==> src/rtl/mem_access_pkg.sv <==
// Shared types and constants for the data-memory request front end.
package mem_access_pkg;

    localparam int ADDR_WIDTH     = 16;
    localparam int DATA_WIDTH     = 16;
    localparam int WORD_ADDR_BITS = 10;

    localparam int MEM_WORDS = 1024;
    localparam logic [ADDR_WIDTH-1:0] MEM_MAX_BYTE_ADDR = 16'h07FE;

    typedef enum logic [1:0] {
        IDLE    = 2'd0,
        ACCESS  = 2'd1,
        CAPTURE = 2'd2,
        RESP    = 2'd3
    } state_e;

endpackage

==> src/rtl/mem_addr_check.sv <==
// Combinational byte-address check: flags unaligned or out-of-range accesses.
// Only instantiated by mem_access_unit when MEM_FAULT_CHECK_EN is defined.
module mem_addr_check
    import mem_access_pkg::*;
(
    input  logic [ADDR_WIDTH-1:0] addr_i,
    output logic                  fault_o
);

    // Any bit above the word index means the address is past the last word.
    assign fault_o = addr_i[0] | (|addr_i[ADDR_WIDTH-1:WORD_ADDR_BITS+1]);

endmodule

==> src/rtl/mem_access_unit.sv <==
// Load/store front end for the 16-bit synchronous data memory.
// Define MEM_FAULT_CHECK_EN to reject unaligned/out-of-range requests.
module mem_access_unit
    import mem_access_pkg::*;
(
    input  logic                  CLK,
    input  logic                  Reset,
    input  logic                  ReqValid,
    output logic                  ReqReady,
    input  logic                  ReqWrite,
    input  logic [ADDR_WIDTH-1:0] ReqAddress,
    input  logic [DATA_WIDTH-1:0] ReqData,
    output logic                  RespValid,
    output logic [DATA_WIDTH-1:0] RespData,
    output logic                  Fault,
    output logic [DATA_WIDTH-1:0] MemData,
    output logic [ADDR_WIDTH-1:0] MemAddress,
    output logic                  MemoryWrite,
    output logic                  MemoryRead,
    input  logic [DATA_WIDTH-1:0] MemOutput
);

    state_e                state_q;
    logic                  ready_q;
    logic                  resp_valid_q;
    logic                  fault_q;
    logic                  mem_write_q;
    logic                  mem_read_q;
    logic                  is_store_q;
    logic [DATA_WIDTH-1:0] resp_data_q;
    logic [DATA_WIDTH-1:0] mem_data_q;
    logic [ADDR_WIDTH-1:0] mem_addr_q;

    logic req_fault;
    logic accept;

`ifdef MEM_FAULT_CHECK_EN
    mem_addr_check u_addr_check (
        .addr_i  (ReqAddress),
        .fault_o (req_fault)
    );
`else
    assign req_fault = 1'b0;
`endif

    assign accept = ReqValid && ready_q;

    always_ff @(posedge CLK) begin
        if (Reset) begin
            state_q      <= IDLE;
            ready_q      <= 1'b1;
            resp_valid_q <= 1'b0;
            fault_q      <= 1'b0;
            mem_write_q  <= 1'b0;
            mem_read_q   <= 1'b0;
            is_store_q   <= 1'b0;
            resp_data_q  <= '0;
            mem_data_q   <= '0;
            mem_addr_q   <= '0;
        end else begin
            case (state_q)
                IDLE, RESP: begin
                    if (accept) begin
                        mem_addr_q <= ReqAddress;
                        mem_data_q <= ReqData;
                        is_store_q <= ReqWrite;
                        fault_q    <= req_fault;
                        if (req_fault) begin
                            // Rejected requests answer next cycle without touching memory.
                            state_q      <= RESP;
                            resp_valid_q <= 1'b1;
                            ready_q      <= 1'b1;
                        end else begin
                            state_q      <= ACCESS;
                            resp_valid_q <= 1'b0;
                            ready_q      <= 1'b0;
                            mem_write_q  <= ReqWrite;
                            mem_read_q   <= !ReqWrite;
                        end
                    end else begin
                        state_q      <= IDLE;
                        resp_valid_q <= 1'b0;
                        ready_q      <= 1'b1;
                    end
                end
                ACCESS: begin
                    mem_write_q <= 1'b0;
                    mem_read_q  <= 1'b0;
                    if (is_store_q) begin
                        state_q      <= RESP;
                        resp_valid_q <= 1'b1;
                        ready_q      <= 1'b1;
                    end else begin
                        state_q <= CAPTURE;
                    end
                end
                CAPTURE: begin
                    // Memory output is registered, so it is valid one cycle after ACCESS.
                    resp_data_q  <= MemOutput;
                    state_q      <= RESP;
                    resp_valid_q <= 1'b1;
                    ready_q      <= 1'b1;
                end
                default: begin
                    state_q      <= IDLE;
                    resp_valid_q <= 1'b0;
                    ready_q      <= 1'b1;
                    mem_write_q  <= 1'b0;
                    mem_read_q   <= 1'b0;
                end
            endcase
        end
    end

    assign ReqReady    = ready_q;
    assign RespValid   = resp_valid_q;
    assign RespData    = resp_data_q;
    assign Fault       = fault_q;
    assign MemData     = mem_data_q;
    assign MemAddress  = mem_addr_q;
    assign MemoryWrite = mem_write_q;
    assign MemoryRead  = mem_read_q;

endmodule

==> config.mk <==
export PLATFORM = sky130hd
export DESIGN_NAME = mem_access_unit
export DESIGN_NICKNAME = d
export VERILOG_FILES = /design/src/rtl/mem_access_pkg.sv /design/src/rtl/mem_addr_check.sv /design/src/rtl/mem_access_unit.sv
export SDC_FILE = /design/constraint.sdc
export NUM_CORES = 1
export LEC_CHECK = 0
export CORE_ASPECT_RATIO = 0.75
export CORE_UTILIZATION = 44
export DETAILED_ROUTE_END_ITERATION = 8
export PLACE_DENSITY = 0.82
export SYNTH_ARGS = -nofsm -noshare
export SYNTH_HDL_FRONTEND = slang
export SYNTH_HIERARCHICAL = 1
export SYNTH_SLANG_ARGS = --single-unit
==> constraint.sdc <==
create_clock -name CLK -period 3.1 [get_ports CLK]
set_clock_uncertainty 0.05 [all_clocks]
set_input_delay 0.62 -clock CLK [delete_from_list [all_inputs] [get_ports CLK]]
set_output_delay 0.62 -clock CLK [all_outputs]
set_load 0.03 [all_outputs]
==> out/qor.yml <==
synthesis:
  synth_area_leaders: "dfxtp_1 49%, a21oi_2 12%, nand2_2 8.2%"
  synth.mux.area_fraction: 0.0764
  syn_nets: 282
  ys_types: 24
  synth_top_area_share: 0.495
  synth_top_family_by_area: "simple AND/OR/NAND/NOR gates"
  ys_seq_area_frac: 0.495
  synth_compound_area_frac: 0.144
  synth_area_per_cell_um2: 9.81
  synthAdderAreaFrac: 0.0169
  syn_area_um2: 2230
  ys_ff_latch: 55
  synthXorXnorAreaFrac: 0
  syn_inst: 227
  synth-warning-count: 6
  yosys.area.top_type: "dfxtp_1"
  yosys.area_share.simple: 0.200
sta:
  finalSetupTns_ns: 0
  period_minus_slack_ns: 2.06
  setup-violations-final: 0
  rsz0062_at_grt: "no"
  worst_hold_slack_ns: 0.408
  worst_slack_ns: 1.04
  worst_slew_pin_slew_ns: 0.970
  hold_viol_final: 0
  max_freq_mhz: 486
  max_slew_margin: 0.353
  slew_violations: 0
  post-route-period-util: 0.664
cts:
  clockBufferDepth: 2
  cts_made_buffers: 5
  post_cts_buffers: 0
  path_clk_slew_ns: 0.09
  clock_sinks: 55
  hold_buffers: 0
  cts_resized: 0
  cts_max_level: 2
  clock-root-buffer: "clkbuf_8"
  worstSkewPairLatency_ns: 0.30
  cts_tree: "done"
placement:
  io_buffers: 103
  post-place-cells: 377
  gp_congestion: 0.678
  dpl.hpwl_um: 3330
  place_ws_ns: 0.860
worst_setup_path:
  worstReg2RegStart: "state_q[0]$_SDFF_PP0_"
  crit_type: "flip-flop to output port"
  crit_buf_inv: 1
  worst_setup_path_end_kind: "output port"
  critPathLaunchType: "flip-flop"
  cp_data_arrival_time_ns: 1.39
  required_ns: 2.43
  critPathTopFamily: "buffers and inverters"
  cp_max_fo: 4
  cp-startpoint: "ReqReady$_SDFFE_PP1P_"
  crit_path_top_delay_cell: "clkdlybuf4s50_1"
  critPathMaxStageDelay_ns: 0.69
  cp_cell_sequence: "clkdlybuf4s50_1"
final_layout:
  layout.nets: 379
  utilization: 0.684
  num_antenna_cells: 0
  area_growth_pct: 49.8
  mostFrequentLayoutCell: "clkdlybuf4s50_1"
  fill_cells: 416
  finalNonFillerCells: 385
  final_cell_mix: "102 x clkdlybuf4s50_1, 55 x dfxtp_1, 37 x nand2_1"
  final_layout_size_suffix_gt1_frac: 0.231
run_status:
  status: "complete, but fails checks"
  violations: "DRC"
power:
  powerDensity_nw_per_um2: 618
  p_sw_frac: 0.332
  power_frac_comb: 0.357
  switchingPower_uw: 684
  p_leak_nw: 1.18
  pwr-share-seq: 0.409
  ir_drop_mv: 0.312
  internal_power_mw: 1.38
  pwr-share-clk: 0.235
drt:
  route.detailed.drc: 12
  viasPerCell: 4.73
  ant_nets: 0
  firstDrtPassIters: 6
  drtIter0Drc: 71
  routed_wl_um: 4780
  wl_per_cell_um: 12.4
  vias: 1821
grt:
  grt_pass1_vias: 1774
  grt_util_all_layers: 0.191
  grt_start_max_net_pins: 56
  grt_pass1_wl_um: 8010
  overflow: 0
  antenna_found_initial: 0
floorplan:
  core.rowCount: 22
  core_um2: 4870
  fp.dieArea_um2: 5350
  dieHeight_um: 63.6
  ios: 105
  fp.dieW_um: 84.1
  initial_core_util: 0.457
min_path:
  min_from: "MemAddress[15]$_SDFFE_PP0P_"
  hold_path.class: "flip-flop to flip-flop"
flow_run:
  max-cap-violations: 0
## through the flow
step / total power, mW / instance area (um^2)
after detailed placement: 1.60 / 3220
after CTS: 2.09 / 3330
after global routing: 2.18 / 3330
after global placement: 1.59 / 3220
after floorplan: 1.37 / 2230
final: 2.06 / 3330
## power groups by stage
stage | logic [mW] | clock network (mW) | registers, mW
final | 0.735 | 0.483 | 0.842
after detailed placement | 0.741 | 0 | 0.857
after floorplan | 0.350 | 0 | 1.02
after global placement | 0.733 | 0 | 0.856
after CTS | 0.744 | 0.504 | 0.843
after global routing | 0.789 | 0.533 | 0.854
## path summary, 6_finish.rpt
path,endpoint,slack [ns],depth (start not counted)
worst max-delay path,ReqReady,1.04,1
worst min-delay path,MemAddress[15]$_SDFFE_PP0P_,0.41,2
worst max register to register,MemData[3]$_SDFFE_PP0P_,1.17,6
worst min register to register,MemAddress[15]$_SDFFE_PP0P_,0.41,2
## cells in the mapped netlist, drive strengths merged
| cell | number |
|---|---|
| ha | 3 |
| nor2 | 19 |
| buf | 14 |
| nand3 | 3 |
| nand2b | 3 |
| nand2 | 66 |
| a211o | 1 |
| a21oi | 36 |
| o21a | 1 |
| and3 | 1 |
| inv | 2 |
| nand3b | 1 |
| dfxtp | 55 |
| a211oi | 1 |
| conb | 1 |
| clkbuf | 3 |
| mux2i | 17 |
## layer usage
layer,up-vias,track usage,part of all wire
li1,924,-,-
met1,835,0.223,0.43
met2,57,0.317,0.47
met3,5,0.0786,0.092
met4,0,0.0647,0.0094
met5,-,0,0
## area by class of cell
cell class | count | area [um^2] | area share
multi-input cells | 153 | 977 | 0.293
flip-flops and latches | 55 | 1100 | 0.330
inverters | 2 | 7.51 | 0.00225
clock buffers | 6 | 82.6 | 0.0248
clock inverters | 2 | 35.0 | 0.0105
well taps | 60 | 75.1 | 0.0225
repair buffers | 107 | 1060 | 0.317
## kinds of logic after synthesis
logic type / Yosys count
simple gates: 93
flops: 55
compound gates: 39
buf+inv: 19
mux: 17
fa+ha+maj: 3
other cells: 1
## state kept, by name, summed over array words and instances, names as in the netlist
| register | count |
|---|---|
| MemoryWrite | 1 |
| RespData | 16 |
| MemData | 16 |
| MemoryRead | 1 |
| RespValid | 1 |
| state_q | 2 |
| MemAddress | 16 |
| is_store_q | 1 |
| ReqReady | 1 |
Power figures use the tool's default switching activity.
